[config.mk]
export PLATFORM = sky130hd
export DESIGN_NAME = player_dir_keys
export DESIGN_NICKNAME = d
export VERILOG_FILES = /design/src/rtl/player_keys_pkg.sv /design/src/rtl/dir_press_stack.sv /design/src/rtl/player_dir_keys.sv
export SDC_FILE = /design/constraint.sdc
export NUM_CORES = 1
export LEC_CHECK = 0
export CORE_ASPECT_RATIO = 0.5
export CORE_MARGIN = 1.5
export CORE_UTILIZATION = 25
export DETAILED_ROUTE_END_ITERATION = 12
export GPL_TIMING_DRIVEN = 0
export MAX_ROUTING_LAYER = met4
export PLACE_DENSITY = 0.45
export SYNTH_ARGS = -nofsm -noshare
export SYNTH_HDL_FRONTEND = slang
export SYNTH_SLANG_ARGS = --single-unit
[constraint.sdc]
create_clock -name clk -period 7.9 [get_ports clk]
set_input_delay 1.58 -clock clk [delete_from_list [all_inputs] [get_ports clk]]
set_output_delay 1.58 -clock clk [all_outputs]
set_load 0.1 [all_outputs]
[src/rtl/player_keys_pkg.sv]
// Shared types, default key codes and helpers for the player direction-key front end.
package player_keys_pkg;

    typedef enum logic [1:0] {DIR_UP, DIR_DOWN, DIR_LEFT, DIR_RIGHT} dir_t;

    typedef enum logic {BOMB_IDLE, BOMB_HELD} bomb_state_t;

    // Bit 8 marks an E0-extended scan code.
    localparam logic [8:0] KEY_UP_DEF    = 9'h175;
    localparam logic [8:0] KEY_DOWN_DEF  = 9'h172;
    localparam logic [8:0] KEY_LEFT_DEF  = 9'h16B;
    localparam logic [8:0] KEY_RIGHT_DEF = 9'h174;
    localparam logic [8:0] KEY_BOMB_DEF  = 9'h029;

    localparam int unsigned STACK_DEPTH = 4;

    // Returns {up, down, left, right}.
    function automatic logic [3:0] dir_onehot(input dir_t d);
        logic [3:0] v;
        case (d)
            DIR_UP:    v = 4'b1000;
            DIR_DOWN:  v = 4'b0100;
            DIR_LEFT:  v = 4'b0010;
            DIR_RIGHT: v = 4'b0001;
            default:   v = 4'b0000;
        endcase
        return v;
    endfunction

endpackage

[src/rtl/dir_press_stack.sv]
// Most-recent-first stack of held direction keys; entry 0 is the newest press.
module dir_press_stack
    import player_keys_pkg::*;
(
    input  logic       clk,
    input  logic       reset,
    input  logic       i_push,
    input  dir_t       i_push_dir,
    input  logic       i_remove,
    input  dir_t       i_remove_dir,
    output dir_t       o_entry0,
    output logic [2:0] o_count
);

    dir_t       r_entry [STACK_DEPTH];
    logic [2:0] r_count;

    dir_t       w_entry [STACK_DEPTH];
    logic [2:0] w_count;
    logic       w_push_hit;
    logic       w_rm_hit;
    logic [1:0] w_rm_idx;

    // Look up both event directions among the valid entries.
    always_comb begin
        w_push_hit = 1'b0;
        w_rm_hit   = 1'b0;
        w_rm_idx   = 2'd0;
        for (int i = 0; i < STACK_DEPTH; i++) begin
            if (3'(i) < r_count && r_entry[i] == i_push_dir) begin
                w_push_hit = 1'b1;
            end
            if (3'(i) < r_count && r_entry[i] == i_remove_dir) begin
                w_rm_hit = 1'b1;
                w_rm_idx = 2'(i);
            end
        end
    end

    // Next stack: push new key on top, or close the gap left by a released key.
    always_comb begin
        w_entry = r_entry;
        w_count = r_count;
        if (i_push && !w_push_hit && r_count < 3'(STACK_DEPTH)) begin
            for (int i = STACK_DEPTH - 1; i > 0; i--) begin
                w_entry[i] = r_entry[i-1];
            end
            w_entry[0] = i_push_dir;
            w_count    = r_count + 3'd1;
        end else if (i_remove && w_rm_hit) begin
            for (int i = 0; i < STACK_DEPTH - 1; i++) begin
                if (i >= int'(w_rm_idx)) begin
                    w_entry[i] = r_entry[i+1];
                end
            end
            w_count = r_count - 3'd1;
        end
    end

    // Stack state register.
    always_ff @(posedge clk) begin
        if (reset) begin
            r_count <= 3'd0;
            for (int i = 0; i < STACK_DEPTH; i++) begin
                r_entry[i] <= DIR_UP;
            end
        end else begin
            r_count <= w_count;
            r_entry <= w_entry;
        end
    end

    assign o_entry0 = r_entry[0];
    assign o_count  = r_count;

endmodule

[src/rtl/player_dir_keys.sv]
// Turns keyboard make/break events into per-frame direction levels and a bomb pulse.
module player_dir_keys
    import player_keys_pkg::*;
#(
    parameter logic [8:0] KEY_UP    = KEY_UP_DEF,
    parameter logic [8:0] KEY_DOWN  = KEY_DOWN_DEF,
    parameter logic [8:0] KEY_LEFT  = KEY_LEFT_DEF,
    parameter logic [8:0] KEY_RIGHT = KEY_RIGHT_DEF,
    parameter logic [8:0] KEY_BOMB  = KEY_BOMB_DEF
) (
    input  logic       clk,
    input  logic       reset,
    input  logic [8:0] keyCode,
    input  logic       make,
    input  logic       brakee,
    input  logic       startOfFrame,
    output logic       up_direction_key,
    output logic       down_direction_key,
    output logic       left_direction_key,
    output logic       right_direction_key,
    output logic       bomb_key
);

    logic        w_event_ok;
    logic        w_is_dir;
    dir_t        w_dir;
    logic        w_push;
    logic        w_remove;
    logic        w_bomb_make;
    logic        w_bomb_brk;
    dir_t        w_entry0;
    logic [2:0]  w_count;

    logic [3:0]  r_dirs;
    bomb_state_t r_bomb_state;
    bomb_state_t w_bomb_state_next;
    logic        r_bomb_pend;
    logic        w_bomb_pend_next;
    logic        w_bomb_pulse;

    // Decode the current event; a simultaneous make and break is discarded.
    always_comb begin
        w_event_ok = !(make && brakee);
        w_is_dir   = 1'b1;
        w_dir      = DIR_UP;
        if (keyCode == KEY_UP) begin
            w_dir = DIR_UP;
        end else if (keyCode == KEY_DOWN) begin
            w_dir = DIR_DOWN;
        end else if (keyCode == KEY_LEFT) begin
            w_dir = DIR_LEFT;
        end else if (keyCode == KEY_RIGHT) begin
            w_dir = DIR_RIGHT;
        end else begin
            w_is_dir = 1'b0;
        end
        w_push      = w_event_ok && make && w_is_dir;
        w_remove    = w_event_ok && brakee && w_is_dir;
        w_bomb_make = w_event_ok && make && (keyCode == KEY_BOMB);
        w_bomb_brk  = w_event_ok && brakee && (keyCode == KEY_BOMB);
    end

    dir_press_stack u_stack (
        .clk          (clk),
        .reset        (reset),
        .i_push       (w_push),
        .i_push_dir   (w_dir),
        .i_remove     (w_remove),
        .i_remove_dir (w_dir),
        .o_entry0     (w_entry0),
        .o_count      (w_count)
    );

    // Sample the pre-update stack top once per frame; hold in between.
    always_ff @(posedge clk) begin
        if (reset) begin
            r_dirs <= 4'b0000;
        end else if (startOfFrame) begin
            r_dirs <= (w_count != 3'd0) ? dir_onehot(w_entry0) : 4'b0000;
        end
    end

    // Bomb FSM state and pending-pulse register.
    always_ff @(posedge clk) begin
        if (reset) begin
            r_bomb_state <= BOMB_IDLE;
            r_bomb_pend  <= 1'b0;
        end else begin
            r_bomb_state <= w_bomb_state_next;
            r_bomb_pend  <= w_bomb_pend_next;
        end
    end

    // Bomb FSM next state; a press in the frame-start cycle survives for the next frame.
    always_comb begin
        w_bomb_state_next = r_bomb_state;
        w_bomb_pend_next  = r_bomb_pend;
        w_bomb_pulse      = 1'b0;
        if (startOfFrame && r_bomb_pend) begin
            w_bomb_pulse     = 1'b1;
            w_bomb_pend_next = 1'b0;
        end
        case (r_bomb_state)
            BOMB_IDLE: begin
                if (w_bomb_make) begin
                    w_bomb_pend_next  = 1'b1;
                    w_bomb_state_next = BOMB_HELD;
                end
            end
            BOMB_HELD: begin
                if (w_bomb_brk) begin
                    w_bomb_state_next = BOMB_IDLE;
                end
            end
            default: w_bomb_state_next = BOMB_IDLE;
        endcase
    end

    assign up_direction_key    = r_dirs[3];
    assign down_direction_key  = r_dirs[2];
    assign left_direction_key  = r_dirs[1];
    assign right_direction_key = r_dirs[0];
    assign bomb_key            = w_bomb_pulse && !reset;

endmodule

==> flow_summary.yaml <==
layout:
  syn2layout_area_growth_pct: 23.3
  diodes: 0
  final_cell_mix: "clkdlybuf4s50_1 (17), dfxtp_1 (17), nor2_1 (16), inv_1 (15), a21oi_1 (15)"
  drive_gt1_frac: 0.0856
  nets: 206
sta:
  slew_headroom: 0.354
  timing.final.crit_share: 0.619
  finalSetupViolCount: 0
  period_minus_slack_ps: 4890
  rsz0062_at_grt: "no"
  max_freq_mhz: 204
  finalHoldViolations: 0
  fin_tns_setup_ps: 0
  finClkSkew_ps: 4.86
  drv_slew: 0
  tightest_slew_ps: 967
cts:
  cts_resized: 0
  cts_max_level: 1
  clkTransAtPathRegs_ps: 70
  cts_buffers: 3
  cts_sinks: 17
  clock_latency_ps: 250
  cts_root_buf: "clkbuf_8"
  clk_path_buf_depth: 2
  cts_setup_buffers: 0
  cts_tree: "built"
  holdBufCountCts: 0
synth:
  synth_edf_count: 0
  synth_seq_area_share: 0.262
  synth-adder-area-share: 0.0385
  muxShareOfSynthArea: 0.0318
  synth_xor_area_frac: 0.0202
  synth_area_sq_um: 1300
  ys.flop_type: "dfxtp_1"
  syn_inst: 166
  synthArstFlopShare: 0
  synth_cell_types: 51
  yosys.area_share.simple: 0.304
  synthesis.nets: 184
  yosys_warnings: 0
  synth_top_family_by_area: "simple AND/OR/NAND/NOR gates"
  synth-compound-area-share: 0.265
  synth.avg_cell_area_sq_um: 7.83
  ys_seq_elements: 17
grt:
  grtUsageTotal: 0.145
  grt_pass1_vias: 1168
  overflow: 0
  grt_max_degree: 11
  grt_first_pass_wirelength_um: 6090
  antenna_found_initial: 0
pwr:
  pwr-share-comb: 0.130
  leakage_nw: 0.526
  p_int_uw: 132
  p_seq_frac: 0.488
  p_per_area_nw_per_um2: 110
  design_power_total_uw: 176
  clock_power_share: 0.382
  swShare: 0.248
  switchingPower_uw: 43.5
  worst_ir_drop_vdd_uv: 63.3
setup_path:
  crit_start: "startOfFrame"
  worst-endpoint-arrival_ps: 3310
  worst_setup_path_end_kind: "primary output"
  start_kind: "input pin"
  worstReg2RegStart: "u_stack.o_count[1]"
  critPathKind: "input pin to primary output"
  required_ps: 6320
  path_max_fanout: 2
placement:
  gp_congestion: 0.877
  io_buffers: 17
  hpwl_um: 2930
die:
  dieArea_sq_um: 5670
  die_x_um: 105
  core_sq_um: 4950
  io_pins: 19
  die_h_um: 54.0
  row_count: 18
  start_util: 0.262
detailed_routing:
  wl_um: 3740
  wl_per_cell_um: 14.6
  firstDrtPassIters: 4
  drc_errors: 0
  postRouteAntennaNets: 0
  via_per_inst: 5.12
  drt_iter0_markers: 104
  vias: 1317
run:
  max-cap-violations: 0
worst_hold_path:
  min_path_type: "flip-flop to flip-flop"
  holdCritStartpoint: "r_dirs[1]"
status:
  status: "finished clean"
[per-stage QoR]
stage | worst slack (ps) | hold slack (ps) | utilization | std cells | cell area [sq um]
final | 3010 | 466 | 0.323 | 257 | 1600
after global routing | 2950 | 509 | 0.323 | 257 | 1600
after CTS | 3010 | 474 | 0.323 | 257 | 1600
after detailed placement | 3010 | 460 | 0.314 | 253 | 1560
after global placement | 3000 | 454 | 0.314 | 253 | 1560
after floorplan | 3690 | 453 | - | 166 | 1300
[power by group through the flow]
| stage | combinational [mW] | clock [mW] | sequential [mW] |
|---|---|---|---|
| final | 0.0229 | 0.0672 | 0.0858 |
| after global routing | 0.0249 | 0.0752 | 0.0858 |
| after CTS | 0.0230 | 0.0706 | 0.0858 |
| after detailed placement | 0.0230 | 0 | 0.0878 |
| after global placement | 0.0227 | 0 | 0.0878 |
| after floorplan | 0.0118 | 0 | 0.0878 |
[synth_stat cells (2+ instances only)]
cell type   n  share of area
clkbuf_1    2         0.0058
nand3_1     5          0.019
a221oi_1    2          0.013
and3_1      3          0.014
or3_1       2         0.0096
a211o_1     2          0.013
a31oi_1     2         0.0096
dfxtp_1    17           0.26
nand2_1     7          0.020
a211oi_1    4          0.023
nand2b_1    2         0.0096
buf_6       3          0.026
or4_1       2          0.012
a21oi_1    15          0.058
nor2_1     16          0.046
inv_1      15          0.043
xnor2_1     2          0.013
mux2i_1     3          0.023
nand4b_1    3          0.020
nor3_1      5          0.019
nor3b_1     2          0.012
ha_1        4          0.039
o2111a_1    2          0.017
a22o_1      2          0.013
nor4_1      7          0.034
o21ai_1     2         0.0077
o21ai_0     7          0.027
o31ai_1     2          0.012
nand4_1     4          0.019
[critical path: stages]
cell,delay [ps]
clkdlybuf4s50_1,470
and3_1,140
clkdlybuf4s50_1,1120
[logic make-up after synthesis]
logic type                 count (synthesis)
AOI/OAI and AO/OA                         49
and+or+nand+nor                           68
buffers and inverters                     21
adders and majority gates                  4
xor gates and xnor gates                   3
muxes                                      4
DFF                                       17
[sequential cells by signal, summed over array words and instances (netlist names)]
register and flops:
r_bomb_pend 1, r_bomb_state 1, r_dirs 4, u_stack.o_count 3, u_stack.o_entry0 2, u_stack.r_entry 6
[cell type report]
class	count	area [sq um]
Multi-Input combinational cell	128	857
Clock buffer	4	45.0
Inverter	15	56.3
Buffer	6	46.3
Sequential cell	17	340
Fill cell	541	3350
Timing Repair Buffer	17	170
Tap cell	70	87.6
[path summary, 6_finish.rpt]
path / end / slack (ps) / cells past startpoint
min: r_dirs[1] / 470 / 2
min reg2reg: r_dirs[1] / 470 / 2
max: bomb_key / 3010 / 3
max reg2reg: u_stack.r_entry[3] / 5060 / 10
[routing by layer]
layer | vias to the layer above | share of wire | track usage
met4 | 0 | 0.0037 | 0.0205
li1 | 676 | - | -
met2 | 30 | 0.40 | 0.207
met3 | 2 | 0.065 | 0.0327
met1 | 609 | 0.53 | 0.210
met5 | - | 0 | -
(Power assumes the default switching activity.)
